[config.mk]
export PLATFORM = sky130hd
export DESIGN_NAME = sar_conv_sequencer
export DESIGN_NICKNAME = d
export VERILOG_FILES = /design/src/rtl/sar_conv_sequencer_pkg.sv /design/src/rtl/sar_conv_sequencer_fifo.sv /design/src/rtl/sar_conv_sequencer.sv
export SDC_FILE = /design/constraint.sdc
export NUM_CORES = 1
export LEC_CHECK = 0
export ABC_AREA = 1
export CAP_MARGIN = 40
export CORE_MARGIN = 4
export CORE_UTILIZATION = 60
export DETAILED_ROUTE_END_ITERATION = 6
export PLACE_DENSITY_LB_ADDON = 0.05
export SYNTH_ARGS = -nofsm -noshare
export SYNTH_HDL_FRONTEND = slang
export SYNTH_SLANG_ARGS = --single-unit
[constraint.sdc]
create_clock -name CLK -period 4.3 [get_ports CLK]
set_input_delay 0.86 -clock CLK [delete_from_list [all_inputs] [get_ports CLK]]
set_output_delay 0.86 -clock CLK [all_outputs]
set_load 0.01 [all_outputs]
[src/rtl/sar_conv_sequencer_pkg.sv]
// Shared types for the SAR conversion sequencer: FSM states, result entry, channel search.
package sar_pkg;

  localparam int BIT_ADC  = 6;
  localparam int RES_CH_W = 2;

  typedef enum logic [1:0] {
    IDLE,
    SETTLE,
    CONVERT,
    NEXT
  } state_t;

  typedef struct packed {
    logic [RES_CH_W-1:0] ch;
    logic [BIT_ADC-1:0]  code;
  } res_t;

  // Index of the lowest set bit of mask at or above 'from'; -1 when none.
  function automatic int lowest_set_from(input logic [31:0] mask, input int from);
    int idx;
    idx = -1;
    for (int i = 31; i >= 0; i--) begin
      if (mask[i] && (i >= from)) idx = i;
    end
    return idx;
  endfunction

endpackage

[src/rtl/sar_conv_sequencer_fifo.sv]
// Result FIFO with registered head/valid/full; push and pop in one cycle both succeed even when full.
// A push into a full FIFO without a pop is dropped and flagged on 'drop' for that cycle.
module sar_result_fifo #(
  parameter int W     = 8,
  parameter int DEPTH = 4
) (
  input  logic         clk,
  input  logic         rst,
  input  logic         push,
  input  logic [W-1:0] wr_data,
  input  logic         pop,
  output logic [W-1:0] head,
  output logic         valid,
  output logic         drop
);

  localparam int AW = $clog2(DEPTH);

  logic [W-1:0]  mem [DEPTH];
  logic [AW-1:0] wr_ptr;
  logic [AW-1:0] rd_ptr;
  logic [AW-1:0] rd_ptr_inc;
  logic [AW:0]   count;
  logic [AW:0]   count_next;
  logic          full;
  logic          do_pop;
  logic          do_push;

  assign do_pop     = pop && valid;
  assign do_push    = push && (!full || do_pop);
  assign drop       = push && full && !do_pop;
  assign rd_ptr_inc = rd_ptr + 1'b1;
  assign count_next = count + (AW+1)'(do_push) - (AW+1)'(do_pop);

  always_ff @(posedge clk) begin
    if (do_push) mem[wr_ptr] <= wr_data;
  end

  always_ff @(posedge clk) begin
    if (rst) begin
      wr_ptr <= '0;
      rd_ptr <= '0;
      count  <= '0;
      valid  <= 1'b0;
      full   <= 1'b0;
      head   <= '0;
    end else begin
      if (do_push) wr_ptr <= wr_ptr + 1'b1;
      if (do_pop)  rd_ptr <= rd_ptr_inc;
      count <= count_next;
      valid <= (count_next != '0);
      full  <= (count_next == (AW+1)'(DEPTH));
      // New entry becomes the head only when it lands in an empty (or emptying) FIFO.
      if (do_push && ((count == '0) || (do_pop && (count == (AW+1)'(1)))))
        head <= wr_data;
      else if (do_pop)
        head <= mem[rd_ptr_inc];
    end
  end

endmodule

[src/rtl/sar_conv_sequencer.sv]
// Sequences the SAR ADC over a channel mask: settle in reset, convert with watchdog, queue {ch, code}.
// All outputs registered; results wait in the FIFO until RES_READY, overflow drops the new result.
module sar_conv_sequencer #(
  parameter int BIT_ADC     = sar_pkg::BIT_ADC,
  parameter int N_CH        = 4,
  parameter int CH_W        = 2,
  parameter int SETTLE_CYC  = 8,
  parameter int TIMEOUT_CYC = 64,
  parameter int FIFO_DEPTH  = 4
) (
  input  logic                    CLK,
  input  logic                    RST,
  input  logic                    START,
  input  logic                    CONT,
  input  logic [N_CH-1:0]         CH_MASK,
  input  logic                    CLR_ERR,
  input  logic                    SAR_EOC,
  input  logic [BIT_ADC-1:0]      SAR_DOUT,
  output logic                    SAR_XRST,
  output logic [CH_W-1:0]         CH_SEL,
  output logic                    BUSY,
  output logic                    RES_VALID,
  input  logic                    RES_READY,
  output logic [CH_W+BIT_ADC-1:0] RES_DATA,
  output logic                    OVF,
  output logic                    TIMEOUT_ERR
);

  import sar_pkg::*;

  localparam int ST_W = $clog2(SETTLE_CYC + 1);
  localparam int WD_W = $clog2(TIMEOUT_CYC + 1);

  state_t          state;
  logic [N_CH-1:0] act_mask;
  logic [ST_W-1:0] settle_cnt;
  logic [WD_W-1:0] wd_cnt;
  int              next_idx;
  int              wrap_idx;
  logic            wd_hit;
  logic            push;
  logic            drop;
  res_t            push_res;
  res_t            head;

  always_comb begin
    next_idx = lowest_set_from(32'(act_mask), int'(CH_SEL) + 1);
    wrap_idx = lowest_set_from(32'(CH_MASK), 0);
  end

  // EOC takes priority over a watchdog expiry landing on the same cycle.
  assign wd_hit        = (state == CONVERT) && !SAR_EOC && (wd_cnt == WD_W'(TIMEOUT_CYC - 1));
  assign push          = (state == CONVERT) && SAR_EOC;
  assign push_res.ch   = CH_SEL;
  assign push_res.code = SAR_DOUT;

  always_ff @(posedge CLK) begin
    if (RST) begin
      state      <= IDLE;
      SAR_XRST   <= 1'b0;
      CH_SEL     <= '0;
      BUSY       <= 1'b0;
      act_mask   <= '0;
      settle_cnt <= '0;
      wd_cnt     <= '0;
    end else begin
      case (state)
        IDLE: begin
          if ((START || CONT) && (CH_MASK != '0)) begin
            act_mask   <= CH_MASK;
            CH_SEL     <= CH_W'(wrap_idx);
            settle_cnt <= '0;
            BUSY       <= 1'b1;
            state      <= SETTLE;
          end
        end
        SETTLE: begin
          if (settle_cnt == ST_W'(SETTLE_CYC)) begin
            SAR_XRST <= 1'b1;
            wd_cnt   <= '0;
            state    <= CONVERT;
          end else begin
            settle_cnt <= settle_cnt + 1'b1;
          end
        end
        CONVERT: begin
          if (SAR_EOC || wd_hit) begin
            SAR_XRST <= 1'b0;
            state    <= NEXT;
          end else begin
            wd_cnt <= wd_cnt + 1'b1;
          end
        end
        NEXT: begin
          if (next_idx >= 0) begin
            CH_SEL     <= CH_W'(next_idx);
            settle_cnt <= '0;
            state      <= SETTLE;
          end else if (CONT && (CH_MASK != '0)) begin
            act_mask   <= CH_MASK;
            CH_SEL     <= CH_W'(wrap_idx);
            settle_cnt <= '0;
            state      <= SETTLE;
          end else begin
            BUSY  <= 1'b0;
            state <= IDLE;
          end
        end
        default: begin
          SAR_XRST <= 1'b0;
          BUSY     <= 1'b0;
          state    <= IDLE;
        end
      endcase
    end
  end

  always_ff @(posedge CLK) begin
    if (RST) begin
      OVF         <= 1'b0;
      TIMEOUT_ERR <= 1'b0;
    end else begin
      if (drop)         OVF <= 1'b1;
      else if (CLR_ERR) OVF <= 1'b0;
      if (wd_hit)       TIMEOUT_ERR <= 1'b1;
      else if (CLR_ERR) TIMEOUT_ERR <= 1'b0;
    end
  end

  sar_result_fifo #(
    .W     ($bits(res_t)),
    .DEPTH (FIFO_DEPTH)
  ) u_fifo (
    .clk     (CLK),
    .rst     (RST),
    .push    (push),
    .wr_data (push_res),
    .pop     (RES_READY),
    .head    (head),
    .valid   (RES_VALID),
    .drop    (drop)
  );

  assign RES_DATA = head;

endmodule
==> reports/metrics.yaml, run 1 <==
run_status:
  status: "finished, final reports clean"
layout:
  num-fill-cells: 437
  final_common_cell: "nand2_1"
  syn_to_final_growth_pct: 16.4
  num-nets-final: 468
  final_cell_mix: "nand2_1, nor2_1, inv_1"
  final_cells: 512
  multi_input_area_sq_um: 1400
  drive_gt1_frac: 0.0727
  diodes: 0
  seqCellArea_sq_um: 1740
setup_path:
  worstPathCellList: "clkdlybuf4s50_1 -> nand2_4 -> inv_1 -> ha_1 -> inv_1 -> ha_1 -> fa_1 -> xor2_1 -> nand2_1 -> nor3_1"
  cp-end-kind: "flop"
  crit_buf_inv: 3
  cp_top_family: "adder cells"
  rr_worst_depth: 11
  worstPathRequired_ns: 4.55
  r2r_start: "state[0]"
  crit_type: "input port to flop"
  arrival_ns: 2.93
  reg2reg_slack_ns: 2.01
  cp_slowest_cell: "clkdlybuf4s50_1"
  worst_r2r_endpoint: "u_fifo.full"
  crit_start: "RES_READY"
  cpPeakStageDelay_ns: 0.45
  critPathCapture: "u_fifo.full"
  worstSetupStartpointType: "input port"
  cp.depth: 10
  cp_max_fo: 9
global_route:
  grt_pass1_vias: 2620
  grt-ovfl-total: 0
  antenna_found_initial: 0
  grt_max_degree: 25
  grtUsageTotal: 0.205
  grt_pass1_wl_mm: 11.6
floorplan:
  dieHeight_um: 82.9
  num_rows: 27
  start_util: 0.615
  dieArea_sq_um: 6870
  core-area_sq_um: 5470
  pin_count: 32
  die_w_um: 82.9
timing:
  finalSetupTns_ns: 0
  finalCriticalPeriod_ns: 2.67
  fin_crit_sh: 0.621
  tightest_slew_ns: 0.832
  drv_slew: 0
  slew-limit-headroom: 0.443
  fmax_mhz: 374
  setup_viol: 0
  finalHoldViolations: 0
  rsz0062_at_grt: "false"
  finClkSkew_ns: 0.00747
pwr:
  p_leak_nw: 1.60
  p_per_area_nw_per_um2: 570
  ir_drop_v: 0.000342
clock_network:
  clkLatencyLatePin_ns: 0.34
  cts_resized: 0
  clock-sinks: 71
  path_clk_slew_ns: 0.08
  cts-root-buf: "clkbuf_8"
  cts_setup_buffers: 0
  hold_buffers: 0
  cts-buffers-inserted: 9
  clockBufferDepth: 2
  htree_levels: 3
  cts_tree: "built"
synthesis:
  synth_ff_type: "dfxtp_1"
  synth_cell_types: 32
  synth_edf_count: 32
  synthCells: 399
  synth_nets: 432
  avgSynthCellArea_sq_um: 8.43
  ys_seq_area_frac: 0.518
  synth.cell_area_sq_um: 3360
  ys_async_sr_fraction: 0
  synth-seq-cells: 71
  yosysWarnings: 0
route:
  postRouteAntennaNets: 0
  first_pass_iters: 4
  vias: 2654
  wl_per_cell_um: 13.2
  via_per_inst: 5.18
  finalWirelength_mm: 6.75
  drc: 0
  drt_iter0_drc: 160
placed_design:
  dp_hpwl_mm: 4.74
  gp_congestion: 0.855
  place_inst: 496
  port_buffers: 31
run:
  cap_violations: 0
worst_hold_path:
  holdCritPathClass: "flop to flop"
==> stage by stage <==
stage	setup slack (ns)	hold slack [ns]	cell area [sq um]	util	total power (W)
floorplan	1.95	0.441	3360	-	0.00148
global placement	1.37	0.454	3730	0.681	0.00171
detailed placement	1.28	0.458	3730	0.681	0.00173
CTS	1.63	0.468	3920	0.716	0.00224
global route	1.46	0.484	3920	0.716	0.00240
finish	1.63	0.467	3920	0.716	0.00223
==> how the worst min path moves through the flow <==
stage	startpoint	end	slack, ns	cells after the start
6_report	act_mask[3]	act_mask[3]	0.47	2
5_1_grt	act_mask[3]	act_mask[3]	0.48	2
3_5_place_dp	act_mask[3]	act_mask[3]	0.46	2
2_1_floorplan	act_mask[2]	act_mask[2]	0.44	2
3_3_place_gp	act_mask[3]	act_mask[3]	0.45	2
4_1_cts	act_mask[3]	act_mask[3]	0.47	2
==> synthesized netlist by cell type, types with 4 or more instances <==
master    count  share of area
nand2_1      86          0.096
ha_1         15          0.056
a21oi_1      36          0.054
nand3_1      18          0.027
o21ai_1       5         0.0074
nand2_2       4         0.0074
nor2_1       58          0.065
nand4_1       7          0.013
edfxtp_1     32           0.29
dfxtp_1      39           0.23
o21ai_0      23          0.034
xnor2_1       4          0.010
inv_1        43          0.048
==> routing by layer <==
layer,GRT usage,share of wire,vias to the layer above
met5,0,0,-
met4,0.0951,0.016,0
met3,0.0357,0.049,12
met2,0.343,0.48,71
met1,0.257,0.45,1197
li1,-,-,1374
==> flip-flops by register name, indices dropped and copies added, names as in the netlist <==
register / cells
u_fifo.head: 8
OVF: 1
settle_cnt: 4
u_fifo.count: 3
u_fifo.valid: 1
wd_cnt: 7
u_fifo.rd_ptr: 2
act_mask: 3
state: 2
u_fifo.wr_ptr: 2
u_fifo.full: 1
u_fifo.mem: 32
CH_SEL: 2
BUSY: 1
TIMEOUT_ERR: 1
SAR_XRST: 1
==> where the power goes <==
part,total [W],switching (W),internal [W]
clock network,0.000511,0.000244,0.000266
logic,0.000805,0.000496,0.000309
registers,0.000917,0.0000909,0.000827
total,0.00223,0.000831,0.00140
==> cells by family after synthesis <==
kind of cell,synth area share
adders and majority gates,0.0617
AOI/OAI and AO/OA,0.102
buffers and inverters,0.0666
DFF,0.518
and+or+nand+nor,0.236
xor gates and xnor gates,0.0156
==> cell type report <==
class | count | share of cell area
flip-flops and latches | 71 | 0.445
multi-input cells | 274 | 0.357
repair buffers | 32 | 0.0812
inverters | 47 | 0.0460
clock buffers | 10 | 0.0326
well taps | 72 | 0.0230
clock inverters | 6 | 0.0153
==> worst reg2reg max path: cells and delay by family (launching register included) <==
kind | cells | cell delay [ns]
XOR/XNOR | 1 | 0.17
adder cells (fa/ha/maj) | 3 | 0.89
flip-flops | 1 | 0.40
AND/OR/NAND/NOR | 4 | 0.51
buffers and inverters | 3 | 0.25
Power figures use the tool's default switching activity.
==> run 2: changes to the inputs <==
- CORE_UTILIZATION: 60 -> 51
- clock period: 4.3 -> 2.4 ns (I/O delays scaled with it)
==> reports/metrics.yaml, run 2 (same netlist as run 1, synthesis figures left out) <==
timing:
  finalSetupTns_ns: 0
  fin_crit_sh: 0.885
  slew-limit-headroom: 0.654
  drv_slew: 0
  finalCriticalPeriod_ns: 2.12
  fmax_mhz: 471
  setup_viol: 0
  rsz0062_at_grt: "false"
  finClkSkew_ns: 0.0119
  finalHoldViolations: 0
  tightest_slew_ns: 0.519
  layout_setup_ws_ns: 0.277
placed_design:
  pre_cts_ws_ns: -0.0730
  place_inst: 511
  placed_cell_area_sq_um: 3810
  gp_congestion: 0.827
  dp_hpwl_mm: 4.73
  port_buffers: 31
layout:
  top_regs: "u_fifo.mem x32, u_fifo.head x8, wd_cnt x7"
  diodes: 0
  syn_to_final_growth_pct: 18.2
  largest_register_ff_count: 32
  final_cells: 527
  num-nets-final: 478
  final_cell_mix: "nand2_1, nor2_1, inv_1"
  postLayoutCellArea_sq_um: 3980
  final_common_cell: "nand2_1"
  num-fill-cells: 572
  top_register: "u_fifo.mem"
  drive_gt1_frac: 0.0978
global_route:
  antenna_found_initial: 0
  grt_max_degree: 24
  grt_pass1_vias: 2497
  grt-ovfl-total: 0
  grtUsageTotal: 0.187
  grt_pass1_wl_mm: 11.3
setup_path:
  cp_max_fo: 5
  cp_top_family: "adder cells"
  rr_worst_depth: 11
  crit_type: "flop to flop"
  cp-end-kind: "flop"
  crit_buf_inv: 3
  worstSetupStartpointType: "flop"
  worstPathCellList: "inv_1 -> ha_2 -> nand2_2 -> clkinv_2 -> nand2_4 -> inv_1 -> ha_1 -> fa_1 -> xor2_1 -> nand2_1 -> nor3_1"
  arrival_ns: 2.38
  cpPeakStageDelay_ns: 0.40
  path_common_cell: "inv_1"
  cp_slowest_cell: "dfxtp_1"
  cp.depth: 11
  worstPathRequired_ns: 2.66
clock_network:
  cts_tree: "built"
  clockBufferDepth: 2
  clkLatencyLatePin_ns: 0.35
  htree_levels: 3
  cts_setup_buffers: 0
  path_clk_slew_ns: 0.08
  cts-buffers-inserted: 9
  cts-root-buf: "clkbuf_8"
  clock-sinks: 71
floorplan:
  dieHeight_um: 89.2
  dieArea_sq_um: 7960
  start_util: 0.527
  die_w_um: 89.2
  num_rows: 29
  core-area_sq_um: 6390
  pin_count: 32
worst_hold_path:
  whs_path_depth: 2
  holdCritPathClass: "flop to flop"
route:
  first_pass_iters: 5
  postRouteAntennaNets: 0
  wl_per_cell_um: 12.8
  finalWirelength_mm: 6.76
  drc: 0
  via_per_inst: 4.99
  drt_iter0_drc: 81
  vias: 2630
pwr:
  intPower_w: 0.00244
  p_seq_frac: 0.415
  clock_power_share: 0.209
  switching_share: 0.380
  finalPower_w: 0.00393
  p_comb_frac: 0.376
  ir_drop_v: 0.000554
  p_leak_nw: 1.64
  p_switching_w: 0.00149
  p_per_area_nw_per_um2: 987
run_status:
  status: "finished, final reports clean"
run:
  cap_violations: 0
run 2: metrics by stage:
step | utilization | hold WS (ns)
global route | 0.623 | 0.490
floorplan | - | 0.441
detailed placement | 0.597 | 0.456
finish | 0.623 | 0.471
global placement | 0.597 | 0.452
CTS | 0.622 | 0.469
run 2: power by group through the flow:
stage | clock network [W] | logic, W | registers (W)
after CTS | 0.000836 | 0.00148 | 0.00163
after detailed placement | 0 | 0.00148 | 0.00166
after global routing | 0.000893 | 0.00170 | 0.00166
final | 0.000819 | 0.00148 | 0.00163
after global placement | 0 | 0.00146 | 0.00165
after floorplan | 0 | 0.000986 | 0.00167
run 2: final timing paths:
| path | start | to | slack [ns] |
|---|---|---|---|
| setup / recovery | state[0] | u_fifo.full | 0.28 |
| hold / removal | act_mask[3] | act_mask[3] | 0.47 |
| setup reg to reg | state[0] | u_fifo.full | 0.28 |
| hold reg to reg | act_mask[3] | act_mask[3] | 0.47 |
run 2: timing repair:
action,in CTS,in global routing
gates resized for setup,0,1
endpoints found under the setup margin,0,1
hold buffers,0,0
run 2: worst min-delay path, cell delays in order (launching register included):
cell	delay, ns
dfxtp_1	0.32
nand2_1	0.06
a21oi_1	0.05
run 2: layer usage:
layer,global-route usage,share of wire,vias up
met2,0.313,0.47,39
met3,0.0341,0.033,14
met1,0.236,0.48,1186
li1,-,-,1391
met4,0.0825,0.016,0
met5,0,0,-
run 2: cell type report:
cell class / instances / area [sq um] / area share
tap: 77 / 96.3 / 0.0242
timing repair buffer: 42 / 393 / 0.0988
multi-input combinational: 274 / 1400 / 0.352
clock buffer: 10 / 128 / 0.0321
inverter: 47 / 180 / 0.0453
sequential: 71 / 1740 / 0.438
clock inverter: 6 / 37.5 / 0.00944
